--- src/rtl/imm_operand_encoder_if.sv ---
// ---------------------------------------------------------------------------
// imm_operand_encoder_if
// Request/result bundle for the immediate-operand encoder.
//   start          : request strobe, honoured only while busy is low
//   value          : 32-bit constant to encode, captured with start
//   busy           : encoder is working on an accepted request
//   done           : one-cycle pulse, result outputs are valid
//   encodable      : 1 when value fits the rotated 8-bit immediate form
//   shift_operand  : {rotate_imm[3:0], imm8[7:0]}, zero when not encodable
// master = requester, slave = encoder.
// ---------------------------------------------------------------------------
interface imm_operand_encoder_if;
    logic        start;
    logic [31:0] value;
    logic        busy;
    logic        done;
    logic        encodable;
    logic [11:0] shift_operand;

    modport master (
        output start,
        output value,
        input  busy,
        input  done,
        input  encodable,
        input  shift_operand
    );

    modport slave (
        input  start,
        input  value,
        output busy,
        output done,
        output encodable,
        output shift_operand
    );
endinterface

--- src/rtl/imm_operand_encoder.sv ---
// ---------------------------------------------------------------------------
// imm_operand_encoder
// Iteratively maps a 32-bit constant onto the ARM data-processing immediate
// form {rotate_imm, imm8} with value == ROR(imm8, 2*rotate_imm). One rotation
// is tested per cycle in ascending order, so the smallest valid rotate_imm
// is reported.
// Ports:
//   clk  : system clock, rising edge
//   rst  : asynchronous active-high reset
//   bus  : imm_operand_encoder_if.slave (start/value in, busy/done/result out)
// ---------------------------------------------------------------------------
module imm_operand_encoder (
    input  logic                  clk,
    input  logic                  rst,
    imm_operand_encoder_if.slave  bus
);

    typedef enum logic [1:0] {
        S_IDLE   = 2'd0,
        S_SEARCH = 2'd1,
        S_DONE   = 2'd2
    } state_t;

    state_t      state_q, state_d;
    logic [31:0] val_q, val_d;
    logic [31:0] t_q, t_d;          // ROL(val_q, 2*rot_q), registered
    logic [3:0]  rot_q, rot_d;
    logic        primed_q, primed_d; // t_q holds the rotation of rot_q
    logic        busy_q, busy_d;
    logic        done_q, done_d;
    logic        encodable_q, encodable_d;
    logic [11:0] shift_operand_q, shift_operand_d;

    // Rotation fed into t_d: the current rot on the priming cycle, the next
    // one while stepping through the search.
    logic [3:0]  rot_sel;
    logic [4:0]  rot_amt;
    logic [63:0] rot_dbl;
    logic [31:0] rol_val;
    logic        match;
    logic        last_rot;

    assign rot_sel  = primed_q ? (rot_q + 4'd1) : rot_q;
    assign rot_amt  = {rot_sel, 1'b0};
    // Upper half of {v,v} << n is a pure cyclic left rotate by n.
    assign rot_dbl  = {val_q, val_q} << rot_amt;
    assign rol_val  = rot_dbl[63:32];
    assign match    = primed_q && (t_q[31:8] == 24'd0);
    assign last_rot = (rot_q == 4'd15);

    // State register and all datapath/result flops
    always_ff @(posedge clk or posedge rst) begin
        if (rst) begin
            state_q         <= S_IDLE;
            val_q           <= 32'd0;
            t_q             <= 32'd0;
            rot_q           <= 4'd0;
            primed_q        <= 1'b0;
            busy_q          <= 1'b0;
            done_q          <= 1'b0;
            encodable_q     <= 1'b0;
            shift_operand_q <= 12'h000;
        end else begin
            state_q         <= state_d;
            val_q           <= val_d;
            t_q             <= t_d;
            rot_q           <= rot_d;
            primed_q        <= primed_d;
            busy_q          <= busy_d;
            done_q          <= done_d;
            encodable_q     <= encodable_d;
            shift_operand_q <= shift_operand_d;
        end
    end

    // Next-state logic
    always_comb begin
        state_d = state_q;
        case (state_q)
            S_IDLE: begin
                if (bus.start)
                    state_d = S_SEARCH;
            end
            S_SEARCH: begin
                if (primed_q && (match || last_rot))
                    state_d = S_DONE;
            end
            S_DONE: begin
                state_d = S_IDLE;
            end
            default: begin
                state_d = S_IDLE;
            end
        endcase
    end

    // Output and datapath logic
    always_comb begin
        val_d           = val_q;
        t_d             = t_q;
        rot_d           = rot_q;
        primed_d        = primed_q;
        busy_d          = busy_q;
        done_d          = 1'b0;
        encodable_d     = encodable_q;
        shift_operand_d = shift_operand_q;
        case (state_q)
            S_IDLE: begin
                if (bus.start) begin
                    val_d           = bus.value;
                    rot_d           = 4'd0;
                    primed_d        = 1'b0;
                    busy_d          = 1'b1;
                    encodable_d     = 1'b0;
                    shift_operand_d = 12'h000;
                end
            end
            S_SEARCH: begin
                if (!primed_q) begin
                    // First search cycle only loads the rotation-0 candidate.
                    t_d      = rol_val;
                    primed_d = 1'b1;
                end else if (match) begin
                    shift_operand_d = {rot_q, t_q[7:0]};
                    encodable_d     = 1'b1;
                    done_d          = 1'b1;
                end else if (last_rot) begin
                    shift_operand_d = 12'h000;
                    encodable_d     = 1'b0;
                    done_d          = 1'b1;
                end else begin
                    rot_d = rot_q + 4'd1;
                    t_d   = rol_val;
                end
            end
            S_DONE: begin
                busy_d = 1'b0;
            end
            default: begin
                busy_d = 1'b0;
            end
        endcase
    end

    assign bus.busy          = busy_q;
    assign bus.done          = done_q;
    assign bus.encodable     = encodable_q;
    assign bus.shift_operand = shift_operand_q;

endmodule

--- src/flat_wrapper.sv ---
// flat-port wrapper written by rule: the top's interface ports become plain ports
module imm_operand_encoder_flat 
  (clk, rst, bus_start, bus_value, bus_busy, bus_done, bus_encodable, bus_shift_operand);
  imm_operand_encoder_if bus_i ();
  input  logic clk;
  input  logic rst;
  input wire logic [$bits(bus_i.start)-1:0] bus_start;
  input wire logic [$bits(bus_i.value)-1:0] bus_value;
  output wire logic [$bits(bus_i.busy)-1:0] bus_busy;
  output wire logic [$bits(bus_i.done)-1:0] bus_done;
  output wire logic [$bits(bus_i.encodable)-1:0] bus_encodable;
  output wire logic [$bits(bus_i.shift_operand)-1:0] bus_shift_operand;
  assign bus_i.start = bus_start;
  assign bus_i.value = bus_value;
  assign bus_busy = bus_i.busy;
  assign bus_done = bus_i.done;
  assign bus_encodable = bus_i.encodable;
  assign bus_shift_operand = bus_i.shift_operand;
  imm_operand_encoder u_core (.clk(clk), .rst(rst), .bus(bus_i));
endmodule
--- config.mk ---
export PLATFORM = sky130hd
export DESIGN_NAME = imm_operand_encoder_flat
export DESIGN_NICKNAME = d
export VERILOG_FILES = /design/src/rtl/imm_operand_encoder_if.sv /design/src/rtl/imm_operand_encoder.sv /design/src/flat_wrapper.sv
export SDC_FILE = /design/constraint.sdc
export NUM_CORES = 1
export LEC_CHECK = 0
export BUFFER_PORTS_ARGS = -buffer_cell sky130_fd_sc_hd__buf_2
export CORE_MARGIN = 2
export CORE_UTILIZATION = 59
export CTS_CLUSTER_DIAMETER = 120
export CTS_CLUSTER_SIZE = 30
export DETAILED_ROUTE_END_ITERATION = 10
export PLACE_DENSITY = 0.91
export SYNTH_ARGS = -nofsm -noshare
export SYNTH_HDL_FRONTEND = slang
export SYNTH_SLANG_ARGS = --single-unit
--- constraint.sdc ---
create_clock -name clk -period 4.6 [get_ports clk]
set_input_delay 1.38 -clock clk [delete_from_list [all_inputs] [get_ports clk]]
set_output_delay 1.38 -clock clk [all_outputs]
set_load 0.02 [all_outputs]
==> summary.md, run 1 <==
| Metric | Value |
|---|---|
| Pre-antenna DRT Iters | `5` |
| CTS Buf Count | `9` |
| Worst min path class | `register to register` |
| Max stage delay on crit path | `1020 ps` |
| R2R depth | `5` |
| Post-CTS setup buffer count | `0` |
| Max layer used | `met4` |
| Status | `finished clean` |
| Placer Congestion | `0.9115` |
| Drt initial violations | `465` |
| Number of synthesized flops with an enable pin | `0` |
| Cells on Worst Hold Path | `1` |
| CTS tree | `yes` |
| Post-synth top area share | `45.94%` |
| Synth warnings | `0` |
| WS Path Type | `register to register` |
| CTS H-tree lvls | `3` |
| Crit path required time | `4760 ps` |
| Initial Util | `60.62%` |
| Core area | `0.007727 sq mm` |
| Global-route wire length before repair | `18070 um` |
| Synth Register Bits | `86` |
| # setup viols final | `0` |
| Maximum fanout along the worst path | `32` |
| Max-capacitance violation count | `0` |
| Sequential share of the synthesized area | `45.94%` |
| Synthesized area | `0.004684 sq mm` |
| Tightest Pin Transition | `1328 ps` |
| Setup crit start kind | `register` |
| CTS root buf | `clkbuf_8` |
| Leading area contributor after synthesis | `dfrtp_1` |
| Syn_nets | `525` |
| Pin count of the biggest net entering global routing | `52` |
| Post-Synthesis Cells | `489` |
| Reg clk slew, reported paths | `90 ps` |
| Fillers | `611` |
| Slew HR | `11.46%` |
| Met2 WL | `4933 um` |
| Skew-Pair Late Insertion Delay | `360 ps` |
| DRC viols | `0` |
| Leading post-synthesis cells by cell area | `dfrtp_1 46%, nand2_1 13%, a22oi_1 10%, mux2i_1 7.3%, o221ai_1 4.9%` |
| Vias in the first global route | `3623` |
| Initial antenna violation count | `0` |
| Grt ovf | `0` |
| Async SR Flop Fraction | `100.0%` |
| Post-synthesis cell type count | `43` |
| Io pins | `50` |
| CTS Hold Buffers Added | `0` |
| Routed vias/inst | `6.361` |
| Clock sink count | `86` |
| Commonest non-fill, non-tap cell in the layout | `nand2_1` |
| Crit. End Element | `register` |
| Most frequent cells in the layout | `167 x nand2_1, 86 x dfrtp_1, 64 x a22oi_1` |
| Worst Clk Skew | `9.610 ps` |
| Prevailing post-synth register cell | `dfrtp_1` |
| Gr usage total | `26.56%` |
| Wirelength per Cell | `17.36 um` |
| Share of layout cells above drive strength 1 | `18.11%` |
| Worst EP arrival | `3210 ps` |
| I/O Buffers | `49` |
| Die Area | `0.008669 sq mm` |
| Area Overhead vs Synth | `8.707%` |
| Slew Viols, Final | `0` |
| Final antenna-violating net count | `0` |
| TNS Setup | `0 ps` |
| Dpl hpwl | `7507 um` |
| Fmax | `327.9 MHz` |
| Cell Chain, Critical Path | `nor4b_2, nand3_2, o21ai_1, nand2b_1, o221ai_1` |
| Post-CTS resize count | `0` |
| Antenna diode count | `0` |
| Worst path slowest cell | `nand2b_1` |
| Met1 Wirelength | `4853 um` |
| Die extent in x | `93.11 um` |
| Mean post-synth cell area | `9.580 sq um` |
| Post-layout min period | `3050 ps` |
| Die H | `93.11 um` |
| Final nets | `550` |
| Unrepaired setup endpoints after global routing | `no` |
| DR vias | `3950` |
| Fin crit share | `66.30%` |
| Total Wirelength | `10780 um` |
| Metal3 WL | `806 um` |
| Hold Vio Cnt, Final | `0` |
| Rows | `32` |
| Clk buf depth | `2` |
-- path summary, 6_finish.rpt --
path | endpoint | startpoint | slack, ps
setup / recovery | u_core.t_q[2]$_DFFE_PP0P_ | u_core.primed_q$_DFFE_PP0P_ | 1550
hold / removal | u_core.bus.encodable$_DFFE_PP0P_ | u_core.bus.encodable$_DFFE_PP0P_ | 480
setup reg to reg | u_core.t_q[2]$_DFFE_PP0P_ | u_core.primed_q$_DFFE_PP0P_ | 1550
hold reg to reg | u_core.bus.encodable$_DFFE_PP0P_ | u_core.bus.encodable$_DFFE_PP0P_ | 480
max in group asynchronous | u_core.t_q[19]$_DFFE_PP0P_ | rst | 2470
min in group asynchronous | u_core.rot_q[1]$_DFFE_PP0P_ | rst | 1160
-- through the flow --
| stage | worst slack (ps) | hold slack [ps] | utilization, % | cells | cell area (sq um) |
|---|---|---|---|---|---|
| floorplan | 998.2 | 448.9 | - | 489 | 4684 |
| global placement | 1835 | 453.6 | 63.10 | 605 | 4876 |
| detailed placement | 1685 | 463.6 | 63.10 | 605 | 4876 |
| CTS | 1628 | 484.5 | 65.90 | 621 | 5092 |
| global route | 1341 | 501.9 | 65.90 | 621 | 5092 |
| finish | 1550 | 477.7 | 65.90 | 621 | 5092 |
-- kinds of logic (layout without fill, tap and decap cells) --
| kind of cell | after synthesis | after routing | share of synthesized area, % |
|---|---|---|---|
| mux | 35 | 35 | 7.746 |
| buf+inv | 42 | 72 | 5.101 |
| flops | 86 | 86 | 45.94 |
| xor+xnor | 3 | 3 | 0.5610 |
| fa+ha+maj | 1 | 1 | 0.2671 |
| simple gates | 198 | 198 | 18.16 |
| compound gates | 124 | 124 | 22.22 |
-- worst max-delay path, delay by kind of cell, from the launching register on --
| kind | cells | cell delay (ps) |
|---|---|---|
| AOI/OAI and AO/OA | 2 | 520 |
| DFF | 1 | 760 |
| and+or+nand+nor | 3 | 1550 |
-- final cells by class --
| class | count | area (sq um) | share of cell area [%] |
|---|---|---|---|
| Inverter | 3 | 12.51 | 0.2457 |
| Multi-Input combinational cell | 361 | 2308 | 45.33 |
| Clock buffer | 11 | 151.4 | 2.973 |
| Timing Repair Buffer | 53 | 275.3 | 5.405 |
| Sequential cell | 86 | 2152 | 42.26 |
| Clock inverter | 5 | 65.06 | 1.278 |
| Tap cell | 102 | 127.6 | 2.506 |
-- sequential cells by signal, indices dropped and copies added, names as in the netlist --
signal                    cells
u_core.state_q                2
u_core.bus.busy               1
u_core.t_q                   32
u_core.bus.done               1
u_core.bus.shift_operand     12
u_core.val_q                 32
u_core.bus.encodable          1
u_core.rot_q                  4
u_core.primed_q               1
-- layer usage --
| metal | track usage [%] | up-vias |
|---|---|---|
| met3 | 5.399 | 16 |
| met4 | 6.863 | 0 |
| met5 | 0 | - |
| met1 | 39.01 | 1911 |
| met2 | 40.64 | 194 |
| li1 | - | 1829 |
-- Yosys cell counts (4+ instances only) --
master / instances
a22o_1: 13
a22oi_1: 64
and3_1: 5
buf_2: 20
clkbuf_1: 11
dfrtp_1: 86
mux2i_1: 34
nand2_1: 167
nor2_1: 4
o221ai_1: 26
o221ai_2: 6
Power of run 1 is not shown: default switching activity piles up to over one toggle a cycle in this logic, so the estimate is an artifact.
==> inputs of run 2 (changes only) <==
==> constraint.sdc (replaced) <==
create_clock -name clk -period 2.9 [get_ports clk]
set_input_delay 0.87 -clock clk [delete_from_list [all_inputs] [get_ports clk]]
set_output_delay 0.87 -clock clk [all_outputs]
set_load 0.02 [all_outputs]
==> run 2 against run 1 <==
  * Flip-flop and latch count stayed put
  * Design area is 1.9% higher
  * Critical path depth stayed put
  * Global-route usage is 1.4 points higher
  * Utilization is 1.3 points higher
  * Via count is 3.0% higher
  * First-iteration DRC count is 37% higher
  * Critical path type unchanged
==> summary.md, run 2 (synthesis gave the netlist of run 1 again) <==
| Metric | Value |
|---|---|
| Status | `finished clean` |
| Worst EP arrival | `2870 ps` |
| Die Area | `0.008669 sq mm` |
| Cell Chain, Critical Path | `nor4b_2, nand3_2, o21ai_1, nand2b_2, o221ai_1` |
| Gr usage total | `28.00%` |
| CTS root buf | `clkbuf_8` |
| Tightest Pin Transition | `1167 ps` |
| Max-capacitance violation count | `0` |
| Io pins | `50` |
| Commonest non-fill, non-tap cell in the layout | `nand2_1` |
| CP delay by family, top | `simple AND/OR/NAND/NOR gates` |
| Worst min path class | `register to register` |
| Final antenna-violating net count | `0` |
| Crit. End Element | `register` |
| Unrepaired setup endpoints after global routing | `no` |
| Pre-antenna DRT Iters | `6` |
| Rows | `32` |
| Slew HR | `21.81%` |
| Initial antenna violation count | `0` |
| Routed vias/inst | `6.533` |
| WS Path Type | `register to register` |
| Global-route wire length before repair | `19200 um` |
| Reg2reg setup slack | `220 ps` |
| CP Depth | `5` |
| Vias in the first global route | `3881` |
| Reg clk slew, reported paths | `80 ps` |
| Initial Util | `60.62%` |
| Clk buf depth | `2` |
| Die extent in x | `93.11 um` |
| Fmax | `373.8 MHz` |
| Worst Path Buf+Inv | `0` |
| Maximum fanout along the worst path | `32` |
| R2R depth | `5` |
| CTS H-tree lvls | `3` |
| Drt initial violations | `637` |
| TNS Setup | `0 ps` |
| Final Instance Area | `0.005191 sq mm` |
| Max stage delay on crit path | `800 ps` |
| CTS Buf Count | `9` |
| Setup crit start kind | `register` |
| DRC viols | `0` |
| Placer Congestion | `0.9415` |
| Total Wirelength | `11510 um` |
| Reg2reg start | `u_core.primed_q$_DFFE_PP0P_` |
| Final Util | `67.18%` |
| Wirelength per Cell | `18.48 um` |
| Hold Vio Cnt, Final | `0` |
| I/O Buffers | `49` |
| Area Overhead vs Synth | `10.82%` |
| Core area | `0.007727 sq mm` |
| Placed inst area | `0.004926 sq mm` |
| Die H | `93.11 um` |
| Post-CTS setup buffer count | `0` |
| Critical Path End | `u_core.t_q[16]$_DFFE_PP0P_` |
| Worst path slowest cell | `dfrtp_1` |
| Grt ovf | `0` |
| Worst Clk Skew | `7.249 ps` |
| CTS tree | `yes` |
| Final hold slack | `479.2 ps` |
| Slew Viols, Final | `0` |
| Most frequent cells in the layout | `167 x nand2_1, 86 x dfrtp_1, 64 x a22oi_1` |
| Critical R2R Capture | `u_core.t_q[16]$_DFFE_PP0P_` |
| Skew-Pair Late Insertion Delay | `350 ps` |
| DR vias | `4070` |
| Antenna diode count | `0` |
| # setup viols final | `0` |
| Fin crit share | `92.25%` |
| Crit path required time | `3090 ps` |
| Dpl hpwl | `7846 um` |
| Pin count of the biggest net entering global routing | `60` |
| Final nets | `553` |
| Share of layout cells above drive strength 1 | `18.23%` |
| Clock sink count | `86` |
| Critical path startpoint | `u_core.primed_q$_DFFE_PP0P_` |
| Post-layout min period | `2675 ps` |
run 2: final cells by class:
class	instances	area [sq um]
Fill cell	591	2536
Multi-Input combinational cell	361	2337
Sequential cell	86	2152
Timing Repair Buffer	56	322.8
Clock buffer	11	141.4
Tap cell	102	127.6
Clock inverter	4	95.09
Inverter	3	15.01
run 2: metrics by stage:
stage | setup slack, ps | cells
floorplan | 930.9 | 489
global placement | 388.1 | 608
detailed placement | 231.5 | 608
CTS | 187.0 | 623
global route | 17.76 | 623
finish | 224.8 | 623
run 2: worst min-delay path by stage:
stage                                           startpoint                                to  slack, ps  cells after the start
final                     u_core.bus.encodable$_DFFE_PP0P_  u_core.bus.encodable$_DFFE_PP0P_        480                      1
after global routing      u_core.bus.encodable$_DFFE_PP0P_  u_core.bus.encodable$_DFFE_PP0P_        520                      1
after CTS                 u_core.bus.encodable$_DFFE_PP0P_  u_core.bus.encodable$_DFFE_PP0P_        490                      1
after detailed placement  u_core.bus.encodable$_DFFE_PP0P_  u_core.bus.encodable$_DFFE_PP0P_        470                      1
after global placement    u_core.bus.encodable$_DFFE_PP0P_  u_core.bus.encodable$_DFFE_PP0P_        460                      1
after floorplan              u_core.state_q[1]$_DFFE_PP0P_       u_core.bus.busy$_DFFE_PP0P_        450                      1
run 2: what timing repair did:
action,in CTS,in global routing
setup endpoints to repair,0,32
gates resized for setup,0,3
hold buffers,0,0
run 2: metal layers:
layer  part of all wire [%]  vias up  wire length, um  track usage, %
li1                       -     1830                -               -
met3                    8.5       40              975           4.754
met1                     43     1954             4898           40.25
met4                    2.7        0              312           11.03
met5                      0        -                0               0
met2                     46      246             5325           42.63
run 2: worst register-to-register path: cells and delay by family, from the launching register on:
family	cells	cell delay, ps
simple gates	3	1250
flops	1	800
compound gates	2	460
Power of run 2 is left out for the same reason.
==> inputs of run 3 (changes only) <==
--- a/config.mk
+++ b/config.mk
@@ -5,13 +5,15 @@
 export SDC_FILE = /design/constraint.sdc
 export NUM_CORES = 1
 export LEC_CHECK = 0
+export ABC_AREA = 1
 export BUFFER_PORTS_ARGS = -buffer_cell sky130_fd_sc_hd__buf_2
 export CORE_MARGIN = 2
-export CORE_UTILIZATION = 59
+export CORE_UTILIZATION = 60
 export CTS_CLUSTER_DIAMETER = 120
 export CTS_CLUSTER_SIZE = 30
 export DETAILED_ROUTE_END_ITERATION = 10
-export PLACE_DENSITY = 0.91
+export PLACE_DENSITY = 0.92
+export REMOVE_ABC_BUFFERS = 1
 export SYNTH_ARGS = -nofsm -noshare
 export SYNTH_HDL_FRONTEND = slang
 export SYNTH_SLANG_ARGS = --single-unit
==> run 3 against run 2 <==
  * Sequential share of layout area shrank 2.8 points
  * Synthesized cell count is 48% higher
  * Count of clock-buffer cells in the layout rose by 1
  * Global-route usage grew 4.1 points
  * Die area grew 5.4%
  * Utilization increased by 1.0 points
  * Critical path depth increased by 4
  * Design area up 7.4%
  * Flip-flop and latch count did not move
  * Register-to-register slack improved by 380 ps
  * Clock skew rose by 6.8 ps
==> summary.md, run 3 <==
| Metric | Value |
|---|---|
| Global-route wire length before repair | `22800 um` |
| Core area | `0.008175 sq mm` |
| Largest family of logic cells by synthesized area | `simple AND/OR/NAND/NOR gates` |
| Mean post-synth cell area | `6.952 sq um` |
| Prevailing post-synth register cell | `dfrtp_1` |
| Post-synthesis cell type count | `23` |
| Initial antenna violation count | `0` |
| Pre-antenna DRT Iters | `6` |
| CTS root buf | `clkbuf_8` |
| CTS H-tree lvls | `3` |
| DRC viols | `0` |
| Clock sink count | `86` |
| Vias in the first global route | `4683` |
| Placer Congestion | `1.033` |
| Post-synthesis mux area share | `0%` |
| CTS Buf Count | `9` |
| Routed vias/inst | `6.095` |
| Leading post-synthesis cells by cell area | `dfrtp_1 43%, nand3_1 29%, nand2_1 18%, buf_2 2.3%, nor2_1 2.0%` |
| Rows | `33` |
| Io pins | `50` |
| Clk buf depth | `2` |
| Worst Clk Skew | `14.03 ps` |
| Post-CTS setup buffer count | `0` |
| Synth Area in Compound Gates | `1.044%` |
| Initial Util | `61.57%` |
| Place WS | `649.9 ps` |
| Tightest Pin Transition | `853.1 ps` |
| # setup viols final | `0` |
| Sequential share of the synthesized area | `42.75%` |
| Antenna diode count | `0` |
| Synth warnings | `0` |
| Total Wirelength | `13380 um` |
| Reg clk slew, reported paths | `90 ps` |
| Final nets | `790` |
| Worst min path class | `register to register` |
| Worst EP arrival | `2550 ps` |
| Die extent in x | `95.60 um` |
| Fin crit share | `79.16%` |
| Post-synth top area share | `42.75%` |
| Leading area contributor after synthesis | `dfrtp_1` |
| Most frequent cells in the layout | `291 x nand3_1, 237 x nand2_1, 86 x dfrtp_1` |
| Pin count of the biggest net entering global routing | `41` |
| Final hold slack | `469.5 ps` |
| Die Area | `0.009138 sq mm` |
| Xor/xnor share of the synthesized area | `0.3480%` |
| Skew-Pair Late Insertion Delay | `370 ps` |
| TNS Setup | `0 ps` |
| CTS tree | `yes` |
| Final setup margin | `604.5 ps` |
| Commonest non-fill, non-tap cell in the layout | `nand3_1` |
| Share of layout cells above drive strength 1 | `11.99%` |
| Setup crit start kind | `register` |
| Slew Viols, Final | `0` |
| Post-layout min period | `2296 ps` |
| Async SR Flop Fraction | `100.0%` |
| Post-CTS resize count | `0` |
| WS Path Type | `register to register` |
| Area share of fa/ha/maj cells after synthesis | `0.2486%` |
| Number of synthesized flops with an enable pin | `0` |
| Die H | `95.60 um` |
| Drt initial violations | `484` |
| Most common cell in the netlist | `nand3_1` |
| Status | `finished clean` |
| Fmax | `435.6 MHz` |
| Synthesized area | `0.005034 sq mm` |
| Maximum fanout along the worst path | `33` |
| Area Overhead vs Synth | `10.74%` |
| Post-synthesis simple-gate area fraction | `50.26%` |
| Dpl hpwl | `9531 um` |
| Final antenna-violating net count | `0` |
| Synth Register Bits | `86` |
| Unrepaired setup endpoints after global routing | `no` |
| Crit. End Element | `register` |
| Slew HR | `42.99%` |
| Hold Vio Cnt, Final | `0` |
| Max-capacitance violation count | `0` |
| CTS Hold Buffers Added | `0` |
| DR vias | `5266` |
| Post-Synthesis Cells | `724` |
| Crit path required time | `3150 ps` |
| Wirelength per Cell | `15.48 um` |
| I/O Buffers | `49` |
| Gr usage total | `32.06%` |
| Synth cell count leaders | `291 x nand3_1, 237 x nand2_1, 86 x dfrtp_1, 27 x nor2_1, 23 x buf_2` |
| Grt ovf | `0` |
[run 3: per-layer routing]
metal	GRT usage, %	wire length [um]
met5	0	0
met4	9.286	272
met3	8.379	1447
met2	49.30	6049
met1	44.75	5607
[run 3: cell families (layout without fill, tap and decap cells)]
group           count (synthesis)  count (layout)
buf+inv                        60              95
fa+ha+maj                       1               1
xor+xnor                        2               2
compound gates                  8               8
flops                          86              86
simple gates                  567             567
[run 3: area by class of cell]
type	instances	area [sq um]
Fill cell	732	2601
Multi-Input combinational cell	578	2620
Tap cell	105	131.4
Sequential cell	86	2152
Timing Repair Buffer	64	370.4
Clock buffer	12	165.2
Clock inverter	4	77.57
Inverter	15	57.56
[run 3: path summary, 6_finish.rpt]
check	start	end	slack (ps)	cells after the start
min in group asynchronous	rst	u_core.val_q[4]$_DFFE_PP0P_	570	2
hold / removal	u_core.bus.encodable$_DFFE_PP0P_	u_core.bus.encodable$_DFFE_PP0P_	470	2
setup / recovery	u_core.primed_q$_DFFE_PP0P_	u_core.t_q[11]$_DFFE_PP0P_	600	9
max in group asynchronous	rst	u_core.val_q[25]$_DFFE_PP0P_	1650	3
hold reg to reg	u_core.bus.encodable$_DFFE_PP0P_	u_core.bus.encodable$_DFFE_PP0P_	470	2
setup reg to reg	u_core.primed_q$_DFFE_PP0P_	u_core.t_q[11]$_DFFE_PP0P_	600	9
[run 3: worst max-delay path: stages, from the launching register on]
cell and delay (ps):
dfrtp_1 550, inv_2 180, nand2_2 490, nand2_1 270, nand2_1 160, nand3_1 90
nand3_1 120, nand3_1 80, nand3_1 150, nand2_1 70
[run 3: metrics by stage]
stage / cells / utilization, % / instance area (sq um)
finish: 864 / 68.18 / 5574
global route: 864 / 68.18 / 5574
CTS: 864 / 68.18 / 5574
detailed placement: 848 / 65.21 / 5331
global placement: 848 / 65.21 / 5331
floorplan: 679 / - / 4821
Power of run 3 is left out for the same reason.
